--- config.mk ---
export PLATFORM = sky130hd
export DESIGN_NAME = fft_lane_gather
export DESIGN_NICKNAME = d
export VERILOG_FILES = /design/src/rtl/fft_stream_pkg.sv /design/src/rtl/fft_lane_gather_group_reg.sv /design/src/rtl/fft_lane_gather.sv
export SDC_FILE = /design/constraint.sdc
export NUM_CORES = 1
export LEC_CHECK = 0
export CAP_MARGIN = 20
export CORE_MARGIN = 1
export CORE_UTILIZATION = 35
export CTS_BUF_LIST = sky130_fd_sc_hd__clkbuf_2 sky130_fd_sc_hd__clkbuf_4 sky130_fd_sc_hd__clkbuf_8
export DETAILED_ROUTE_END_ITERATION = 10
export PLACE_DENSITY = 0.61
export SYNTH_ARGS = -nofsm -noshare
export SYNTH_HDL_FRONTEND = slang
export SYNTH_SLANG_ARGS = --single-unit
--- constraint.sdc ---
create_clock -name clk -period 4.3 [get_ports clk]
set_input_delay 1.075 -clock clk [delete_from_list [all_inputs] [get_ports clk]]
set_output_delay 1.075 -clock clk [all_outputs]
set_load 0.1 [all_outputs]
--- src/rtl/fft_stream_pkg.sv ---
// Shared types and constants for the FFT stream blocks: group FSM states,
// lane-index width helper and the lane-count output width.
package fft_stream_pkg;

  typedef enum logic {
    GATHER = 1'b0,
    HOLD   = 1'b1
  } grp_state_e;

  localparam int LANE_CNT_W = 3;

  function automatic int lane_idx_w(input int lanes);
    return (lanes <= 2) ? 1 : $clog2(lanes);
  endfunction

endpackage

--- src/rtl/fft_lane_gather_group_reg.sv ---
// fft_group_reg: output holding register for one gathered group with
// valid/ready handshake; flags a stall when the held group is not consumed.
module fft_group_reg
  import fft_stream_pkg::*;
#(
  parameter int bit_width = 16,
  parameter int LANES     = 2
`ifdef FFT_LANE_GATHER_TWIDDLE_PASS_EN
  , parameter int word_length_tw = 14
`endif
) (
  input  logic                         clk,
  input  logic                         rst,
  input  logic                         i_load,
  input  logic [LANES*bit_width-1:0]   i_re,
  input  logic [LANES*bit_width-1:0]   i_im,
  input  logic                         i_last,
  input  logic [LANE_CNT_W-1:0]        i_lanes,
`ifdef FFT_LANE_GATHER_TWIDDLE_PASS_EN
  input  logic [word_length_tw-1:0]    i_cos,
  input  logic [word_length_tw-1:0]    i_sin,
  output logic [word_length_tw-1:0]    o_cos,
  output logic [word_length_tw-1:0]    o_sin,
`endif
  input  logic                         i_out_ready,
  output logic                         o_valid,
  output logic                         o_last,
  output logic [LANE_CNT_W-1:0]        o_lanes,
  output logic [LANES*bit_width-1:0]   o_re,
  output logic [LANES*bit_width-1:0]   o_im,
  output logic                         o_stall
);

  grp_state_e r_state;
  logic       r_valid;
  logic       w_cap;

  // A new group may only be captured when the register is empty or draining.
  assign w_cap   = i_load && ((r_state == GATHER) || i_out_ready);
  assign o_stall = (r_state == HOLD) && !i_out_ready;
  assign o_valid = r_valid;

  always_ff @(posedge clk) begin
    if (rst) begin
      r_state <= GATHER;
      r_valid <= 1'b0;
    end else begin
      case (r_state)
        GATHER: begin
          if (i_load) begin
            r_state <= HOLD;
            r_valid <= 1'b1;
          end
        end
        HOLD: begin
          if (i_out_ready && !i_load) begin
            r_state <= GATHER;
            r_valid <= 1'b0;
          end
        end
        default: begin
          r_state <= GATHER;
          r_valid <= 1'b0;
        end
      endcase
    end
  end

  always_ff @(posedge clk) begin
    if (rst) begin
      o_re    <= '0;
      o_im    <= '0;
      o_last  <= 1'b0;
      o_lanes <= '0;
`ifdef FFT_LANE_GATHER_TWIDDLE_PASS_EN
      o_cos   <= '0;
      o_sin   <= '0;
`endif
    end else if (w_cap) begin
      o_re    <= i_re;
      o_im    <= i_im;
      o_last  <= i_last;
      o_lanes <= i_lanes;
`ifdef FFT_LANE_GATHER_TWIDDLE_PASS_EN
      o_cos   <= i_cos;
      o_sin   <= i_sin;
`endif
    end
  end

endmodule

--- src/rtl/fft_lane_gather.sv ---
// Serial-to-parallel gatherer: packs LANES complex samples into one group.
// Optional twiddle pass-through enabled by FFT_LANE_GATHER_TWIDDLE_PASS_EN.
module fft_lane_gather
  import fft_stream_pkg::*;
#(
  parameter int bit_width      = 16,
  parameter int word_length_tw = 14,
  parameter int LANES          = 2
) (
  input  logic                        clk,
  input  logic                        rst,
`ifdef FFT_LANE_GATHER_TWIDDLE_PASS_EN
  input  logic [word_length_tw-1:0]   cos_data,
  input  logic [word_length_tw-1:0]   sin_data,
  output logic [word_length_tw-1:0]   o_cos_data,
  output logic [word_length_tw-1:0]   o_sin_data,
`endif
  input  logic signed [bit_width-1:0] Re_i,
  input  logic signed [bit_width-1:0] Im_i,
  input  logic                        in_valid,
  input  logic                        in_last,
  output logic                        in_ready,
  output logic [LANES*bit_width-1:0]  Re_o,
  output logic [LANES*bit_width-1:0]  Im_o,
  output logic                        out_valid,
  input  logic                        out_ready,
  output logic                        out_last,
  output logic [LANE_CNT_W-1:0]       out_lanes
);

  localparam int IDX_W = lane_idx_w(LANES);

  if (!(LANES == 2 || LANES == 4) || word_length_tw < 1) begin : g_bad_cfg
    $error("fft_lane_gather: LANES must be 2 or 4 and word_length_tw positive");
  end

  logic [IDX_W-1:0]             r_cnt;
  logic signed [bit_width-1:0]  r_re_g [LANES];
  logic signed [bit_width-1:0]  r_im_g [LANES];
  logic                         w_accept;
  logic                         w_cnt_full;
  logic                         w_complete;
  logic                         w_stall;
  logic [LANES*bit_width-1:0]   w_re_grp;
  logic [LANES*bit_width-1:0]   w_im_grp;
  logic [LANE_CNT_W-1:0]        w_lanes;

  assign w_cnt_full = (r_cnt == IDX_W'(LANES - 1));
  // A flushing sample completes a group too, so it must not overwrite a held one.
  assign in_ready   = !(w_stall && (w_cnt_full || (in_valid && in_last)));
  assign w_accept   = in_valid && in_ready;
  assign w_complete = w_accept && (w_cnt_full || in_last);
  assign w_lanes    = LANE_CNT_W'(r_cnt) + LANE_CNT_W'(1);

  always_ff @(posedge clk) begin
    if (rst) begin
      r_cnt <= '0;
    end else if (w_complete) begin
      r_cnt <= '0;
    end else if (w_accept) begin
      r_cnt <= r_cnt + IDX_W'(1);
    end
  end

  always_ff @(posedge clk) begin
    if (w_accept && !w_complete) begin
      r_re_g[r_cnt] <= Re_i;
      r_im_g[r_cnt] <= Im_i;
    end
  end

  // Lanes past the completing sample are stale from earlier groups; zero them.
  always_comb begin
    w_re_grp = '0;
    w_im_grp = '0;
    for (int k = 0; k < LANES; k++) begin
      if (k < int'(r_cnt)) begin
        w_re_grp[k*bit_width +: bit_width] = r_re_g[k];
        w_im_grp[k*bit_width +: bit_width] = r_im_g[k];
      end else if (k == int'(r_cnt)) begin
        w_re_grp[k*bit_width +: bit_width] = Re_i;
        w_im_grp[k*bit_width +: bit_width] = Im_i;
      end
    end
  end

`ifdef FFT_LANE_GATHER_TWIDDLE_PASS_EN
  logic [word_length_tw-1:0] r_cos_l0;
  logic [word_length_tw-1:0] r_sin_l0;
  logic [word_length_tw-1:0] w_cos_grp;
  logic [word_length_tw-1:0] w_sin_grp;

  always_ff @(posedge clk) begin
    if (w_accept && (r_cnt == '0)) begin
      r_cos_l0 <= cos_data;
      r_sin_l0 <= sin_data;
    end
  end

  assign w_cos_grp = (r_cnt == '0) ? cos_data : r_cos_l0;
  assign w_sin_grp = (r_cnt == '0) ? sin_data : r_sin_l0;
`endif

  fft_group_reg #(
    .bit_width      (bit_width),
    .LANES          (LANES)
`ifdef FFT_LANE_GATHER_TWIDDLE_PASS_EN
    , .word_length_tw (word_length_tw)
`endif
  ) u_group_reg (
    .clk         (clk),
    .rst         (rst),
    .i_load      (w_complete),
    .i_re        (w_re_grp),
    .i_im        (w_im_grp),
    .i_last      (in_last),
    .i_lanes     (w_lanes),
`ifdef FFT_LANE_GATHER_TWIDDLE_PASS_EN
    .i_cos       (w_cos_grp),
    .i_sin       (w_sin_grp),
    .o_cos       (o_cos_data),
    .o_sin       (o_sin_data),
`endif
    .i_out_ready (out_ready),
    .o_valid     (out_valid),
    .o_last      (out_last),
    .o_lanes     (out_lanes),
    .o_re        (Re_o),
    .o_im        (Im_o),
    .o_stall     (w_stall)
  );

endmodule
==> results of run 1 <==
-- kinds of logic after synthesis --
| group | after synthesis | synth area share [%] |
|---|---|---|
| buffers and inverters | 27 | 4.90 |
| AO/OA/AOI/OAI | 107 | 25.1 |
| flip-flops | 102 | 68.0 |
| other | 1 | 0.108 |
| AND/OR/NAND/NOR | 11 | 1.98 |
-- stage by stage --
step	hold WS, ps	cells	cell area, um2	total power, mW
after floorplan	465	248	3480	1.39
after global placement	437	466	4600	1.51
after detailed placement	446	466	4600	1.52
after CTS	472	482	4780	2.07
after global routing	480	482	4780	2.13
final	464	482	4780	2.05
-- critical path: stages --
cell                              delay [ps]
sky130_fd_sc_hd__clkdlybuf4s50_1         630
sky130_fd_sc_hd__a21oi_1                 100
sky130_fd_sc_hd__or2_2                   310
sky130_fd_sc_hd__buf_4                   230
-- worst max path at each step --
stage,depth (start not counted),slack (ps),endpoint,start
finish,4,870,in_ready,in_valid
floorplan,2,240,r_im_g[0][0],in_valid
CTS,4,870,in_ready,in_valid
global placement,4,920,in_ready,in_last
global route,4,810,in_ready,in_valid
detailed placement,4,870,in_ready,in_valid
-- final cells by class --
cell class	count	area, um2
inverters	3	11.3
fillers	866	4910
flip-flops and latches	102	2360
well taps	133	166
multi-input cells	119	963
clock buffers	11	139
clock inverters	5	41.3
repair buffers	109	1090
-- state kept, by name (all words and copies together), names as in the netlist --
name	cells
u_group_reg.o_lanes	2
u_group_reg.o_re	32
r_cnt	1
r_im_g	16
u_group_reg.o_last	1
u_group_reg.o_im	32
u_group_reg.r_state	1
u_group_reg.o_valid	1
r_re_g	16
-- power groups by stage --
stage	sequential (mW)	combinational (mW)	clock, mW
2_1_floorplan	1.30	0.0934	0
3_3_place_gp	1.09	0.423	0
3_5_place_dp	1.09	0.426	0
4_1_cts	1.07	0.427	0.577
5_1_grt	1.07	0.442	0.617
6_report	1.07	0.424	0.557
-- metal layers --
layer	share of wire [%]	track usage, %
met3	4.8	3.80
met5	0	0
met2	46	25.2
met4	0.58	5.69
met1	48	22.5
-- Yosys cell counts --
master	instances	area (um2)
sky130_fd_sc_hd__nor3b_1	1	7.51
sky130_fd_sc_hd__o21a_1	1	7.51
sky130_fd_sc_hd__dfxtp_1	70	1400
sky130_fd_sc_hd__and3_1	1	6.26
sky130_fd_sc_hd__nand2_1	1	3.75
sky130_fd_sc_hd__a311oi_1	1	8.76
sky130_fd_sc_hd__buf_6	5	56.3
sky130_fd_sc_hd__buf_1	1	3.75
sky130_fd_sc_hd__and4_1	1	8.76
sky130_fd_sc_hd__nor3_1	2	10.0
sky130_fd_sc_hd__a21oi_2	1	8.76
sky130_fd_sc_hd__conb_1	1	3.75
sky130_fd_sc_hd__inv_2	1	3.75
sky130_fd_sc_hd__nand2b_2	1	8.76
sky130_fd_sc_hd__or2_2	1	6.26
sky130_fd_sc_hd__a32o_1	1	10.0
sky130_fd_sc_hd__nand3_1	1	5.00
sky130_fd_sc_hd__o21ai_0	2	10.0
sky130_fd_sc_hd__a21o_1	1	7.51
sky130_fd_sc_hd__buf_4	6	45.0
sky130_fd_sc_hd__inv_1	2	7.51
sky130_fd_sc_hd__nand4_1	1	6.26
sky130_fd_sc_hd__a21oi_1	4	20.0
sky130_fd_sc_hd__a22oi_1	32	240
sky130_fd_sc_hd__clkbuf_1	5	18.8
sky130_fd_sc_hd__a31oi_1	1	6.26
sky130_fd_sc_hd__edfxtp_1	32	961
sky130_fd_sc_hd__a22o_1	31	272
sky130_fd_sc_hd__o2bb2ai_1	32	280
sky130_fd_sc_hd__buf_2	7	35.0
sky130_fd_sc_hd__nor2b_1	1	6.26
==> impl_metrics.csv, run 1 <==
group,metric,value,unit
status,status,"completed",
routing,drc,0,
synthesis,mappedNetlistNets,285,
routing,route.vias.total,2437,
setup_path,worst_r2r_path_depth,3,
routing,route.final.wire_length,8100,um
finish,layout_commonest_cell,"sky130_fd_sc_hd__clkdlybuf4s50_1",
sta,clock-skew-final,11.7,ps
sta,setup-tns-final,0,ps
clock_tree,setup_fix_bufs_post_cts,0,
setup_path,cp-start-kind,"primary input",
place,post-place-ws,871,ps
clock_tree,clock_tree.root_cell,"sky130_fd_sc_hd__clkbuf_8",
sta,achievable-frequency,292,MHz
routing,detail_route.iter0.violations,78,
pwr,cell_internal_pwr,1.38,mW
pwr,vdd_drop_max,171,uV
finish,layout_common_cells,"sky130_fd_sc_hd__clkdlybuf4s50_1, sky130_fd_sc_hd__dfxtp_1, sky130_fd_sc_hd__a22oi_1, sky130_fd_sc_hd__o2bb2ai_1, sky130_fd_sc_hd__edfxtp_1",
routing,ant_nets,0,
clock_tree,hold_buf_cts,0,
hold_path,worst_hold_class,"reg -> reg",
die,core,0.00968,mm2
clock_tree,postCtsResizedCells,0,
run,maxCapViolCount,0,
pwr,p_sw,667,uW
die,die_width,102,um
synthesis,synthDistinctLibCells,31,
place,gp_congestion,0.768,
clock_tree,clkTransAtPathRegs,100,ps
die,row_count,36,
global_route,globalRouteTotalUtil,16.3,%
setup_path,worst_r2r_startpoint,"r_cnt",
pwr,power_per_cell_area,429,mW/mm2
setup_path,reg2reg_setup_slack,1990,ps
setup_path,cp.required,3220,ps
synthesis,syn_avg_cell_area,14.0,um2
die,design.die.area,0.0103,mm2
routing,dr.pass1.iters,4,
setup_path,worstSetupPathType,"in -> out",
global_route,first_pass_grt_wire_length,12800,um
sta,final-setup-viol-count,0,
global_route,grt_antenna_before_repair,0,
sta,setup_slack,870,ps
setup_path,cp_max_fo,10,
clock_tree,clock_sinks,102,
finish,layout_utilization,49.3,%
sta,period_needed,3430,ps
die,initial_core_util,35.9,%
pwr,power.switching_fraction,32.5,%
clock_tree,insertion_delay,350,ps
synthesis,synth_seq_cells,102,
finish,final_layout_size_suffix_gt1_share,8.02,%
setup_path,rr_endpoint,"u_group_reg.o_im[26]",
pwr,share_comb_of_total_power,20.7,%
place,dp.final_hpwl,4980,um
synthesis,synth_area,0.00348,mm2
synthesis,yosys_warnings,0,
sta,maxSlewHeadroom,32.4,%
clock_tree,htree_num_levels,3,
clock_tree,cts-buffers-inserted,9,
global_route,grt_start_max_net_pins,42,
global_route,first_global_vias,2392,
pwr,p_clk_share,27.2,%
sta,fin_crit_sh,79.8,%
finish,final_net_count,381,
clock_tree,cts_buffer_depth,2,
hold_path,hold_end,"u_group_reg.o_lanes[1]",
clock_tree,tritoncts_clock_tree,"done",
hold_path,holdCritStartpoint,"u_group_reg.o_lanes[1]",
finish,antenna_cells,0,
sta,finalMaxSlewViolations,0,
sta,worst_pin_slew,1010,ps
routing,via_per_inst,5.06,
place,buffer_ports.inserted,105,
setup_path,critical_path_end_type,"output pin",
synthesis,syn_inst_count,248,
global_route,grt_overflow_total,0,
hold_path,worstHoldPathCells,1,
synthesis,synth_sequential_area_ratio,68.0,%
finish,areaGrowthSynthToFinish,37.4,%
sta,final-hold-violation-count,0,
sta,rsz0062_at_grt,"no",
pwr,power.sequential.fraction,52.1,%
setup_path,arrival,2360,ps
die,design.portCount,107,
pwr,p_leak,1.64,nW
die,die-height,102,um
routing,wl_per_cell,16.8,um
(Power assumes the default switching activity.)
==> run 2, diff against run 1 <==
- clock period: 4.3 -> 2.8 ns (I/O delays scaled with it)
==> run 2 against run 1 <==
  * Setup slack worse by 670 ps
  * Worst hold slack better by 2.3 ps
  * Sequential power grew 52%
  * Total power grew 58%
  * Cell area is 1.6% lower
  * Sequential share of layout area is 0.78 points higher
  * Non-clock buffer count up 6
  * Wire length about the same
  * Clock power increased by 70%
  * Die area stayed put
  * Clock skew up 2.4 ps
  * Critical endpoint unchanged
==> impl_metrics.csv, run 2 (same netlist as run 1, synthesis figures left out) <==
group,metric,value,unit
routing,drc,0,
finish,layout_top_registers,"u_group_reg.o_im (32), u_group_reg.o_re (32)",
clock_tree,hold_buf_cts,0,
routing,wl_per_cell,16.6,um
routing,ant_nets,0,
clock_tree,cts-buffers-inserted,9,
setup_path,critical_path.top_delay_family,"simple AND/OR/NAND/NOR gates",
setup_path,cp_max_fo,8,
clock_tree,clkTransAtPathRegs,90,ps
routing,route.vias.total,2471,
global_route,first_pass_grt_wire_length,12800,um
sta,final.hold.worst_slack,466,ps
finish,layout.cell_area.non_filler,0.00470,mm2
die,row_count,36,
clock_tree,setup_fix_bufs_post_cts,0,
run,maxCapViolCount,0,
die,die_width,102,um
clock_tree,clock_sinks,102,
sta,final-hold-violation-count,0,
global_route,globalRouteTotalUtil,16.3,%
setup_path,cp.required,2100,ps
setup_path,slowest_delay,420,ps
pwr,p_leak,1.83,nW
pwr,power_per_cell_area,688,mW/mm2
place,post-place-ws,189,ps
finish,layout_commonest_cell,"sky130_fd_sc_hd__buf_4",
place,postPlaceCellArea,0.00450,mm2
clock_tree,tritoncts_clock_tree,"done",
setup_path,arrival,1900,ps
setup_path,cell_by_cell_listing_of_the_critical_path,"clkdlybuf4s50_1 -> nand2b_2 -> or2_2 -> buf_12",
global_route,grt_antenna_before_repair,0,
finish,layout_common_cells,"sky130_fd_sc_hd__buf_4, sky130_fd_sc_hd__dfxtp_1, sky130_fd_sc_hd__clkdlybuf4s50_1",
status,status,"completed",
finish,antenna_cells,0,
sta,setup-tns-final,0,ps
clock_tree,cts_buffer_depth,2,
place,gp_congestion,0.702,
pwr,vdd_drop_max,296,uV
hold_path,worst_hold_class,"reg -> reg",
routing,route.final.wire_length,8110,um
finish,areaGrowthSynthToFinish,35.2,%
routing,via_per_inst,5.06,
setup_path,cp-start-kind,"primary input",
sta,fin_crit_sh,92.8,%
sta,finalMaxSlewViolations,0,
setup_path,cp_slowest_cell,"sky130_fd_sc_hd__clkdlybuf4s50_1",
routing,dr.pass1.iters,4,
clock_tree,insertion_delay,360,ps
finish,finalNonFillerCells,488,
sta,clock-skew-final,14.1,ps
die,design.die.area,0.0103,mm2
global_route,grt_start_max_net_pins,42,
clock_tree,clock_tree.root_cell,"sky130_fd_sc_hd__clkbuf_8",
global_route,grt_overflow_total,0,
finish,final_net_count,387,
die,die-height,102,um
place,dp.final_hpwl,4930,um
clock_tree,postCtsResizedCells,0,
setup_path,cp_num_buf_inv,2,
die,design.portCount,107,
routing,detail_route.iter0.violations,78,
sta,period_needed,2600,ps
setup_path,critical_path_end_type,"output pin",
sta,setup_slack,200,ps
global_route,first_global_vias,2436,
finish,final_layout_size_suffix_gt1_share,28.2,%
pwr,design_power_total,3.23,mW
sta,achievable-frequency,385,MHz
die,initial_core_util,35.9,%
place,buffer_ports.inserted,105,
sta,rsz0062_at_grt,"no",
place,place_inst,472,
sta,final-setup-viol-count,0,
finish,layout_utilization,48.5,%
die,core,0.00968,mm2
clock_tree,htree_num_levels,3,
setup_path,worstSetupPathType,"in -> out",
-- run 2: cell types whose count changed in the layout (fill, tap and decap cells not counted), moves of 2 or more --
cell / previous run / this run
sky130_fd_sc_hd__inv_6: 3 / 1
sky130_fd_sc_hd__buf_12: 1 / 3
sky130_fd_sc_hd__buf_4: 4 / 76
sky130_fd_sc_hd__clkinv_4: 0 / 3
sky130_fd_sc_hd__clkinvlp_4: 2 / 0
sky130_fd_sc_hd__clkbuf_4: 2 / 0
sky130_fd_sc_hd__clkdlybuf4s50_1: 104 / 36
-- run 2: metal layers --
layer | part of all wire [%] | GRT usage [%]
met5 | 0 | 0
met4 | 1.5 | 5.69
met3 | 4.1 | 3.38
met2 | 48 | 26.7
met1 | 46 | 21.2
-- run 2: worst paths after layout --
kind | end | depth (start not counted) | slack, ps | startpoint
min reg2reg | u_group_reg.o_lanes[1] | 1 | 470 | u_group_reg.o_lanes[1]
max | in_ready | 4 | 200 | out_ready
min | u_group_reg.o_lanes[1] | 1 | 470 | u_group_reg.o_lanes[1]
max reg2reg | u_group_reg.o_im[21] | 5 | 1090 | r_cnt
-- run 2: area by class of cell --
cell class                      instances  area [um2]
Tap cell                              133         166
Inverter                                3        11.3
Timing Repair Buffer                  115         991
Multi-Input combinational cell        119         965
Clock inverter                          7        80.1
Sequential cell                       102        2360
Clock buffer                            9         124
Fill cell                             887        4980
-- run 2: power breakdown --
| group | internal (mW) | switching [mW] | leakage [nW] |
|---|---|---|---|
| clock | 0.425 | 0.522 | 0.103 |
| combinational | 0.167 | 0.490 | 0.855 |
| sequential | 1.60 | 0.0331 | 0.868 |
| total | 2.19 | 1.05 | 1.83 |
==> run 3, diff against run 2 <==
- CAP_MARGIN: 20 -> not set
==> results of run 3 <==
Same layout as run 2: the final DEF is identical, and so are final timing and power.
==> patch: new RTL, flow settings as in run 2 <==
Add a define of `FFT_LANE_GATHER_TWIDDLE_PASS_EN`.
--- a/src/rtl/fft_lane_gather_group_reg.sv
+++ b/src/rtl/fft_lane_gather_group_reg.sv
@@ -1,5 +1,7 @@
 // fft_group_reg: output holding register for one gathered group with
 // valid/ready handshake; flags a stall when the held group is not consumed.
+`define FFT_LANE_GATHER_TWIDDLE_PASS_EN
+
 module fft_group_reg
   import fft_stream_pkg::*;
 #(
Ports: changed (added cos_data, o_cos_data, o_sin_data and sin_data); port bits go from 107 to 163. The function was not compared with the original's and may differ.
==> patch against run 2 <==
- worst setup slack gained 0.18 ns
- non-clock buffer count grew 69
- synthesized cell count grew 110%
- wire length up 120%
- final area rose by 86%
- power rose by 73%
- area after synthesis increased by 96%
- sequential cell count is 56 higher
- critical endpoint unchanged
- highest routed layer unchanged
==> patch: results (changes against run 2) <==
[global_route]
grt_antenna_before_repair=0  ; unchanged
grt_first_pass_wirelength_mm=27.7  ; +120%
grt_use_total=0.180  ; +0.0174
vias_in_the_first_global_route=5076  ; +110%
grt_start_max_net_pins=58  ; +38%

[worst_setup_path]
r2r_setup_slack_ns=0.98  ; -0.11 ns
worst_r2r_endpoint=u_group_reg.o_im[13]$_SDFFE_PP0P_
r2r_cells=3  ; -2
regToRegStartpoint=r_cnt$_SDFFE_PP0P_
cp_max_fo=3  ; -5
slowest_delay_ns=0.50  ; +0.08 ns
cp_top_family=buffers and inverters
worst_ep_arrival_ns=1.72  ; -0.18 ns
worst_path_max_delay_cell=clkdlybuf4s50_1

[cells_and_area]
syn2layout_area_growth_pct=28.2
reg.largest.list=u_group_reg.o_im: 32 flops, u_group_reg.o_re: 32 flops
final_net_count=728  ; +88%
fill_cells=1739  ; +96%
drive_gt1_frac=0.416  ; +0.134
total_inserted_antenna_cells=0  ; unchanged

[hold_path]
worstHoldPathCells=2  ; +1
worst_hold_path.endpoint=u_group_reg.o_im[30]$_SDFFE_PP0P_
holdCritPathClass=reg -> reg
timing.hold.worst.start=u_group_reg.o_im[30]$_SDFFE_PP0P_

[drt]
vias=4759  ; +93%
drt_first_iter_violations=201  ; +160%
finalWirelength_mm=17.5  ; +120%
drt-wirelength-per-cell_um=18.7  ; +12%

[timing]
whs_ns=0.491  ; +0.0245 ns
max-slew-margin-rel=0.522
postLayoutSetupSlackWorst_ns=0.379  ; +0.178 ns
fin_skew_ns=0.0134  ; -0.000715 ns

[placement]
globalplace.congestion=0.774  ; +10%
dp.final_hpwl_mm=11.4  ; +130%
placedCellCount=904  ; +92%
portBuffers=161  ; +53%
post_dp_cell_area_mm2=0.00836  ; +86%
pre_cts_ws_ns=0.391  ; +0.202 ns

[pwr]
cellPowerDensity_mw_per_mm2=640  ; -7.0%
leakage_nw=2.99  ; +64%
largestPowerGroup=sequential cells
switchingPower_mw=1.99  ; +91%
pwr.group.clock_mw=1.58  ; +67%
combinationalPower_mw=1.40  ; +110%
vdd.ir_drop.worst_mv=0.267  ; -9.6%

[cts]
htreeDepth=4  ; +1
post_cts_buffers=0  ; unchanged
clkLatencyLatePin_ns=0.45  ; +0.09 ns
clockBufferDepth=2  ; unchanged
cts-buffers-inserted=17  ; +8
ctsResizeCount=0  ; unchanged

[yosys]
share_of_flip_flops_with_an_asynchronous_set_or_reset=0  ; unchanged
count_of_flip_flops_with_a_built_in_enable_after_synthesis=60  ; +88%
yosysSeqAreaShare=0.553  ; -0.127
post_synth.cell_area_avg_um2=13.1  ; -6.4%
synth_cell_type_count=31  ; unchanged
synth_top_cells_by_count=dfxtp_1 (98), a211oi_2 (60), a21oi_2 (60), edfxtp_1 (60), mux2i_1 (60)
yosys-top-cells-area=dfxtp_1 (29%), edfxtp_1 (26%), a211oi_2 (11%), mux2i_1 (8.8%), a21oi_2 (7.7%)
synth_fp_nets=584  ; +100%

[run_status]
result_of_the_run=completed

-- patch: changes by cell type in the layout (fill, tap and decap cells not counted), moves of 31 or more --
cell,delta
a211oi_2,+60
mux2i_1,+60
a21oi_2,+60
a22oi_1,-32
buf_4,+34
nand4_1,+31
o2bb2ai_1,-32
a22o_1,-31
a21oi_1,+33
-- patch: layout make-up --
cell class	count	share of cell area
clock inverter	13	0.0122
tap	260	0.0373
inverter	1	0.000430
timing repair buffer	184	0.192
clock buffer	19	0.0300
multi-input combinational	301	0.297
sequential	158	0.432
-- patch: worst max path at each step --
stage | startpoint | to | slack (ns) | depth (start not counted)
6_report | out_ready | in_ready | 0.38 | 4
5_1_grt | out_ready | in_ready | 0.34 | 4
4_1_cts | out_ready | in_ready | 0.38 | 4
3_5_place_dp | out_ready | in_ready | 0.39 | 4
3_3_place_gp | out_ready | in_ready | 0.39 | 4
2_1_floorplan | in_valid | r_im_g[0][0]$_DFFE_PP_ | 0.07 | 3
-- patch: logic make-up (layout without fill, tap and decap cells) --
family,after synthesis,count (layout),synth area share
compound gates,199,199,0.250
flops,158,158,0.553
other cells,1,1,0.000551
mux,60,60,0.0882
buf+inv,60,217,0.0710
simple gates,41,41,0.0375
-- patch: worst register-to-register path, delay by kind of cell, from the launching register on --
| family | cells | cell delay [ns] |
|---|---|---|
| muxes | 1 | 0.37 |
| AOI/OAI and AO/OA | 1 | 0.10 |
| buffers and inverters | 1 | 0.64 |
| DFF | 1 | 0.59 |
-- patch: layer usage --
layer,wire length [um],up-vias,share of wire,global-route usage
met5,0,-,0,0
met4,164,0,0.0094,0.0526
met3,1190,14,0.068,0.0547
met2,8280,144,0.47,0.295
met1,7830,2335,0.45,0.228
li1,-,2266,-,-
